--- src/rtl/fetch_pkg.sv ---
// Shared definitions for the instruction fetch stage: FSM state encoding and the NOP word
// delivered in place of an instruction on a fetch fault.
package fetch_pkg;

  typedef enum logic [1:0] {
    IDLE = 2'd0,
    REQ  = 2'd1,
    WAIT = 2'd2,
    HOLD = 2'd3
  } fetch_state_e;

  localparam logic [31:0] NOP_INSTR = 32'h0000_0013;

endpackage

--- src/rtl/instr_fetch_unit.sv ---
// Single-outstanding instruction fetch stage between the PC register and decode.
// Optional macro FETCH_TIMEOUT_EN adds a WAIT-state response timeout that faults with a NOP.
//
// state | meaning
// IDLE  | first cycle after reset; latches pc_in on exit
// REQ   | request req_pc (or fault on misaligned pc); no request while a dropped response is pending
// WAIT  | request granted, waiting for rvalid
// HOLD  | instr presented to decode until accepted or flushed
module instr_fetch_unit #(
  parameter int              XLEN           = 32,
  parameter logic [XLEN-1:0] NOP_INSTR      = XLEN'(fetch_pkg::NOP_INSTR),
  parameter int              TIMEOUT_CYCLES = 255
) (
  input  logic            clk,
  input  logic            rst,
  input  logic [XLEN-1:0] pc_in,
  input  logic            flush,
  output logic            imem_req,
  output logic [XLEN-1:0] imem_addr,
  input  logic            imem_gnt,
  input  logic            imem_rvalid,
  input  logic [XLEN-1:0] imem_rdata,
  output logic            instr_valid,
  output logic [XLEN-1:0] instr,
  output logic [XLEN-1:0] instr_pc,
  input  logic            instr_ready,
  output logic            fetch_stall,
  output logic            fetch_fault
);

  import fetch_pkg::fetch_state_e;
  import fetch_pkg::IDLE;
  import fetch_pkg::REQ;
  import fetch_pkg::WAIT;
  import fetch_pkg::HOLD;

  fetch_state_e    state_q, state_d;
  logic [XLEN-1:0] req_pc_q;
  logic [XLEN-1:0] instr_q;
  logic [XLEN-1:0] instr_pc_q;
  logic            valid_q;
  logic            fault_q;
  logic            drop_q;

  logic aligned;
  logic handshake;
  logic timeout;
  logic load_pc;
  logic capture;
  logic fault_load;
  logic retire;

  assign aligned     = (req_pc_q[1:0] == 2'b00);
  assign imem_req    = !rst && (state_q == REQ) && aligned && !drop_q;
  // flush wins over a same-cycle decode handshake, so the PC never advances on a redirect
  assign handshake   = !rst && (state_q == HOLD) && valid_q && instr_ready && !flush;
  assign fetch_stall = !handshake;

  assign imem_addr   = req_pc_q;
  assign instr_valid = valid_q;
  assign instr       = instr_q;
  assign instr_pc    = instr_pc_q;
  assign fetch_fault = fault_q;

`ifdef FETCH_TIMEOUT_EN
  localparam int TMR_W = ($clog2(TIMEOUT_CYCLES + 1) > 8) ? $clog2(TIMEOUT_CYCLES + 1) : 8;

  logic [TMR_W-1:0] tmr_q;

  // preloaded outside WAIT, so it starts from TIMEOUT_CYCLES-1 on every WAIT entry
  always_ff @(posedge clk) begin
    if (rst) begin
      tmr_q <= '0;
    end else if (state_q != WAIT) begin
      tmr_q <= TMR_W'(TIMEOUT_CYCLES - 1);
    end else if (tmr_q != '0) begin
      tmr_q <= tmr_q - TMR_W'(1);
    end
  end

  assign timeout = (state_q == WAIT) && (tmr_q == '0) && !imem_rvalid;
`else
  logic unused_timeout_cfg;
  assign unused_timeout_cfg = (TIMEOUT_CYCLES != 0);
  assign timeout            = 1'b0;
`endif

  always_comb begin
    state_d    = state_q;
    load_pc    = 1'b0;
    capture    = 1'b0;
    fault_load = 1'b0;
    retire     = 1'b0;
    case (state_q)
      IDLE: begin
        state_d = REQ;
        load_pc = 1'b1;
      end
      REQ: begin
        if (flush) begin
          load_pc = 1'b1;
        end else if (!aligned) begin
          state_d    = HOLD;
          fault_load = 1'b1;
        end else if (imem_req && imem_gnt) begin
          state_d = WAIT;
        end
      end
      WAIT: begin
        if (flush) begin
          state_d = REQ;
          load_pc = 1'b1;
        end else if (imem_rvalid) begin
          state_d = HOLD;
          capture = 1'b1;
        end else if (timeout) begin
          state_d    = HOLD;
          fault_load = 1'b1;
        end
      end
      HOLD: begin
        if (flush || handshake) begin
          state_d = REQ;
          load_pc = 1'b1;
          retire  = 1'b1;
        end
      end
      default: state_d = IDLE;
    endcase
  end

  always_ff @(posedge clk) begin
    if (rst) begin
      state_q <= IDLE;
    end else begin
      state_q <= state_d;
    end
  end

  // one outstanding response at most; a flushed or timed-out one is swallowed here
  always_ff @(posedge clk) begin
    if (rst) begin
      drop_q <= 1'b0;
    end else if (drop_q && imem_rvalid) begin
      drop_q <= 1'b0;
    end else if ((state_q == REQ) && flush && imem_req && imem_gnt) begin
      drop_q <= 1'b1;
    end else if ((state_q == WAIT) && flush && !imem_rvalid) begin
      drop_q <= 1'b1;
    end else if (timeout) begin
      drop_q <= 1'b1;
    end
  end

  always_ff @(posedge clk) begin
    if (rst) begin
      req_pc_q   <= '0;
      instr_q    <= '0;
      instr_pc_q <= '0;
      valid_q    <= 1'b0;
      fault_q    <= 1'b0;
    end else begin
      if (load_pc) begin
        req_pc_q <= pc_in;
      end
      if (capture) begin
        instr_q    <= imem_rdata;
        instr_pc_q <= req_pc_q;
        valid_q    <= 1'b1;
        fault_q    <= 1'b0;
      end else if (fault_load) begin
        instr_q    <= NOP_INSTR;
        instr_pc_q <= req_pc_q;
        valid_q    <= 1'b1;
        fault_q    <= 1'b1;
      end else if (retire) begin
        valid_q <= 1'b0;
        fault_q <= 1'b0;
      end
    end
  end

endmodule

--- config.mk ---
export PLATFORM = sky130hd
export DESIGN_NAME = instr_fetch_unit
export DESIGN_NICKNAME = d
export VERILOG_FILES = /design/src/rtl/fetch_pkg.sv /design/src/rtl/instr_fetch_unit.sv
export SDC_FILE = /design/constraint.sdc
export NUM_CORES = 1
export LEC_CHECK = 0
export BUFFER_PORTS_ARGS = -buffer_cell sky130_fd_sc_hd__buf_2
export CORE_MARGIN = 5
export CORE_UTILIZATION = 50
export DETAILED_ROUTE_END_ITERATION = 12
export PLACE_DENSITY = 0.91
export SYNTH_ARGS = -nofsm -noshare
export SYNTH_HDL_FRONTEND = slang
export SYNTH_SLANG_ARGS = --single-unit
export TNS_END_PERCENT = 5
--- constraint.sdc ---
create_clock -name clk -period 3.85 [get_ports clk]
set_clock_uncertainty 0.1 [all_clocks]
set_input_delay 0.77 -clock clk [delete_from_list [all_inputs] [get_ports clk]]
set_output_delay 0.77 -clock clk [all_outputs]
set_load 0.1 [all_outputs]
==> results of run 1 <==
## final cells by class
class                   instances  area share, %
well taps                     102           2.58
clock inverters                 5           1.69
multi-input cells             299           34.2
repair buffers                172           17.6
clock buffers                  11           2.86
flip-flops and latches        101           40.8
inverters                       3          0.227
## through the flow
stage	std cells	hold slack (ns)
2_1_floorplan	441	0.384
3_3_place_gp	677	0.338
3_5_place_dp	677	0.344
4_1_cts	693	0.357
5_1_grt	693	0.375
6_report	693	0.355
## per-layer routing
layer / wire (µm) / vias to the layer above / part of all wire (%) / GRT usage, %
met5: 0 / - / 0 / 0
met4: 187 / 0 / 1.8 / 8.40
met3: 982 / 19 / 9.3 / 7.71
li1: - / 1801 / - / -
met1: 4340 / 1747 / 41 / 25.6
met2: 5060 / 147 / 48 / 36.2
## power by group
group          total [W]  switching (W)  internal (W)  leakage [nW]
clock           0.000737       0.000352      0.000385         0.106
sequential       0.00130       0.000113       0.00119         0.822
combinational    0.00159        0.00135      0.000243          1.24
total            0.00363        0.00181       0.00182          2.17
## placed cells by master (no fill, tap or decap), drive strengths merged, types with 2 or more instances in the layout
cell type and instances:
nor3 5, and2 2, a22oi 29, bufinv 2
ha 4, clkinvlp 2, buf 172, nand4b 32
nand2b 32, nor2 40, inv 3, dfxtp 101
clkbuf 11, nand2 68, a21oi 39, o21ai 36
## worst max path at each step
stage / start / end / slack, ns / cells past startpoint
2_1_floorplan: rst / imem_req / 0.46 / 4
3_3_place_gp: rst / fetch_stall / 1.05 / 4
3_5_place_dp: rst / imem_addr[22] / 0.95 / 5
4_1_cts: state_q[1] / imem_req / 0.89 / 5
5_1_grt: state_q[1] / imem_req / 0.83 / 5
6_report: state_q[1] / imem_req / 0.89 / 5
## worst register-to-register path, cell delays in order, from the launching register on
cell and delay [ns]:
dfxtp_1 0.39, inv_1 0.08, ha_1 0.34, a21oi_2 0.13
buf_4 0.34, and2_1 0.82, o21ai_0 0.24
## cells by family after synthesis
| kind of cell | Yosys count | synth area share [%] |
|---|---|---|
| AO/OA/AOI/OAI | 109 | 16.6 |
| adder cells (fa/ha/maj) | 4 | 1.29 |
| buffers and inverters | 41 | 4.86 |
| flip-flops | 101 | 52.0 |
| AND/OR/NAND/NOR | 186 | 25.2 |
## registers in the layout, summed over array words and instances (netlist names)
| register | count |
|---|---|
| imem_addr | 32 |
| instr | 32 |
| instr_pc | 32 |
| state_q | 2 |
| drop_q | 1 |
| fetch_fault | 1 |
| instr_valid | 1 |
==> key figures, run 1 <==
Final layout
  • Antenna Cells: 0
  • Fillcell total: 660
  • Post-route design area: 4950 µm²
  • Share of layout cells above drive strength 1: 33.0%
  • Nets@finish: 660
  • Area Growth Syn to Fin: 27.4%
  • Storage cell area: 2020 µm²
  • Post-layout util: 64.7%
  • Multi-input gate area: 1690 µm²

Placed design
  • Placer Congestion: 0.828
  • PortBufs: 169
  • Dpl ws: 0.954 ns
  • Hpwl dp: 7370 µm
  • Post-place instance area: 4730 µm²

Min path
  • HP Start: instr_pc[22]
  • Hold Crit Depth: 2
  • Min-Delay Path Class: flip-flop to flip-flop
  • Min-Delay Endpoint: instr_pc[22]

Routing
  • DR vias/cell: 5.36
  • Routed WL per cell: 15.2 µm
  • Drt drc: 0
  • Total number of vias: 3714
  • Iter 0 DRT Violations: 141
  • First-pass DRT Iterations: 5
  • Drt total wl: 10600 µm
  • Final ANT Viol Nets: 0

Critical path
  • CP Class: flip-flop to output pin
  • Buffers & Inverters on Critical Path: 2
  • Largest stage delay on the critical path: 0.51 ns
  • Worst reg-to-reg path cell count: 6
  • Crit-path cells: inv_1 > ha_1 > or3b_2 > nor3_2 > buf_2
  • Worst Path Max Fanout: 4
  • Slowest CP cell: or3b_2
  • FF-to-FF Start: state_q[0]
  • Reg-to-Reg End: imem_addr[22]
  • Startpoint type of the worst setup path: flip-flop
  • R2R Setup Slk: 1.26 ns
  • CP required: 2.98 ns
  • Worst EP arrival: 2.09 ns
  • Crit path max-delay family: simple AND/OR/NAND/NOR gates
  • Setup crit end kind: output pin

Pwr
  • Final Total Pwr: 0.00363 W
  • Leak: 2.17 nW
  • Maximum VDD drop: 0.297 mV
  • PD cells: 732 nW/µm²

Global route
  • Total GRT Usage: 21.7%
  • Global-route wire length before repair: 17300 µm
  • Vias in the first global route: 3691
  • Initial antenna violation count: 0
  • Largest net degree at the start of global routing: 78
  • GRT Residual Overflow: 0

Synthesis
  • Synthesis Warnings: 0
  • Area leader, netlist: dfxtp_1
  • Mapped cell area: 3890 µm²
  • Cell variety after synth: 31
  • Syn_area_per_cell: 8.82 µm²
  • Most frequent cell after synthesis: dfxtp_1
  • Cells after Synth: 441
  • EDFF count, synth: 0
  • Post-synth top cells: dfxtp_1, nand2_1, nor2_1
  • Post-synth top area share: 52.0%
  • Sequential area share after synthesis: 52.0%
  • Mapped Nets: 515
  • Asr flop ratio synth: 0%
  • Top post-synthesis cells by area: dfxtp_1, nand4b_1, nand2_1
  • Synth Register Bits: 101
  • Prevailing post-synth register cell: dfxtp_1

Clock network
  • Hold_buf cts: 0
  • CTS tree: yes
  • Clk sinks: 101
  • Clk slew on worst S/H paths: 0.10 ns
  • Clk buf depth: 2
  • Post-CTS Setup Repair Bufs: 0
  • H-tree Lvls: 3
  • CTS root buf: clkbuf_8
  • TritonCTS Buffers: 9
  • Worst skew pair latency: 0.35 ns
  • PostCTS Resize Cnt: 0

Timing
  • Achievable Freq: 338 MHz
  • Least-Margin Pin Slew: 1.12 ns
  • Sum Neg Setup Slack: 0 ns
  • Final setup fails: 0
  • Post-route setup slack: 0.894 ns
  • Final hold vios: 0
  • RSZ-0062 raised after global routing: no
  • Final Slew Violations: 0
  • Rel. slew slack: 25.4%
  • Final Cycle Share: 76.8%
  • Final min period: 2.96 ns

Run
  • Max_cap viols: 0

Floorplanning
  • Standard-cell rows: 32
  • Die H: 98.2 µm
  • Initial Utilization: 50.8%
  • Core Region: 7650 µm²
  • Width of the die: 98.2 µm
  • I/O pin count: 170
  • Die footprint: 9640 µm²

Run status
  • Status: finished clean
Note: power is estimated with default switching activity, not from simulation.
==> run 2: changes to the inputs <==
Settings changed: CORE_UTILIZATION 50 to 47, PLACE_DENSITY 0.91 to 0.86.
Clock period 3.85 ns to 2.96 ns, I/O delays scaled along.
==> key figures, run 2 (synthesis results as in run 1) <==
Run status
  • Status: finished clean

Critical path
  • Setup crit end kind: output pin
  • Worst reg-to-reg path cell count: 5
  • Worst Path Max Fanout: 4
  • Worst EP arrival: 2.07 ns
  • Reg-to-Reg End: instr[24]
  • CP Class: flip-flop to output pin
  • End of the critical path: imem_req
  • CP required: 2.27 ns
  • Crit path launch: state_q[0]
  • R2R Setup Slk: 0.69 ns
  • Largest stage delay on the critical path: 0.52 ns
  • Slowest CP cell: or3b_2
  • Crit-path cells: ha_1 > or3b_2 > nor3_4 > buf_2
  • FF-to-FF Start: imem_addr[0]
  • Startpoint type of the worst setup path: flip-flop

Pwr
  • PD cells: 929 nW/µm²
  • Leak: 2.19 nW
  • Maximum VDD drop: 0.376 mV
  • Final Total Pwr: 0.00466 W

Clock network
  • CTS root buf: clkbuf_8
  • TritonCTS Buffers: 9
  • Post-CTS Setup Repair Bufs: 0
  • Clk buf depth: 2
  • Clk slew on worst S/H paths: 0.11 ns
  • H-tree Lvls: 3
  • Worst skew pair latency: 0.35 ns
  • CTS tree: yes
  • Clk sinks: 101
  • Hold_buf cts: 0
  • PostCTS Resize Cnt: 0

Final layout
  • Share of layout cells above drive strength 1: 33.8%
  • Area Growth Syn to Fin: 29.0%
  • Post-route design area: 5020 µm²
  • Antenna Cells: 0
  • Nets@finish: 666
  • Most frequent cells in the layout: buf_2, dfxtp_1, nand2_1
  • Most common cell after layout, fill and taps aside: buf_2

Timing
  • Final Cycle Share: 93.2%
  • RSZ-0062 raised after global routing: no
  • Least-Margin Pin Slew: 1.04 ns
  • Final hold vios: 0
  • Rel. slew slack: 30.9%
  • Final min period: 2.76 ns
  • Achievable Freq: 363 MHz
  • Final Slew Violations: 0
  • Final setup fails: 0
  • Sum Neg Setup Slack: 0 ns

Global route
  • Global-route wire length before repair: 16900 µm
  • Initial antenna violation count: 0
  • Vias in the first global route: 3540
  • Largest net degree at the start of global routing: 80
  • Total GRT Usage: 20.5%
  • GRT Residual Overflow: 0

Routing
  • Final ANT Viol Nets: 0
  • DR vias/cell: 5.30
  • First-pass DRT Iterations: 6
  • Routed WL per cell: 15.3 µm
  • Drt drc: 0
  • Drt total wl: 10700 µm
  • Iter 0 DRT Violations: 110
  • Total number of vias: 3721

Floorplanning
  • Die H: 101 µm
  • Width of the die: 101 µm
  • Core Region: 8130 µm²
  • Standard-cell rows: 33
  • I/O pin count: 170
  • Die footprint: 10200 µm²
  • Initial Utilization: 47.8%

Min path
  • Min-Delay Path Class: flip-flop to flip-flop
  • HP Start: instr_pc[5]

Placed design
  • Post-place instance area: 4820 µm²
  • Placer Congestion: 0.792
  • Hpwl dp: 7630 µm
  • PortBufs: 169

Run
  • Max_cap viols: 0
-- run 2: area by class of cell --
type	instances	area [µm²]
timing repair buffer	178	943
clock inverter	5	41.3
clock buffer	11	151
inverter	3	11.3
multi-input combinational	299	1720
tap	105	131
sequential	101	2020
fill	716	3120
-- run 2: layer usage --
metal | track usage (%) | vias up | wire length, µm
met2 | 34.6 | 165 | 5060
met1 | 23.9 | 1718 | 4290
met5 | 0 | - | 0
met3 | 7.75 | 23 | 1190
met4 | 6.95 | 0 | 180
li1 | - | 1815 | -
-- run 2: worst min-delay path by stage --
| stage | end | slack, ns | cells after the start |
|---|---|---|---|
| after floorplan | state_q[0] | 0.38 | 2 |
| after global placement | instr_pc[11] | 0.34 | 2 |
| after detailed placement | instr_pc[0] | 0.34 | 2 |
| after CTS | instr[20] | 0.35 | 3 |
| after global routing | instr_valid | 0.35 | 2 |
| final | instr_pc[5] | 0.36 | 2 |
-- run 2: through the flow --
stage | setup slack (ns) | hold slack, ns | std cells | util, %
final | 0.201 | 0.358 | 702 | 61.7
after detailed placement | 0.548 | 0.345 | 686 | 59.3
after global routing | 0.119 | 0.346 | 702 | 61.7
after CTS | 0.194 | 0.351 | 702 | 61.7
after floorplan | 0.211 | 0.384 | 441 | -
after global placement | 0.623 | 0.338 | 686 | 59.3
-- run 2: where the power goes --
group | internal [W] | switching [W]
combinational | 0.000366 | 0.00177
clock | 0.000360 | 0.000481
sequential | 0.00154 | 0.000138
-- run 2: worst max-delay path, delay by kind of cell, from the launching register on --
family	cells	cell delay, ns
adders and majority gates	1	0.22
buffers and inverters	1	0.44
DFF	1	0.41
and+or+nand+nor	2	0.64
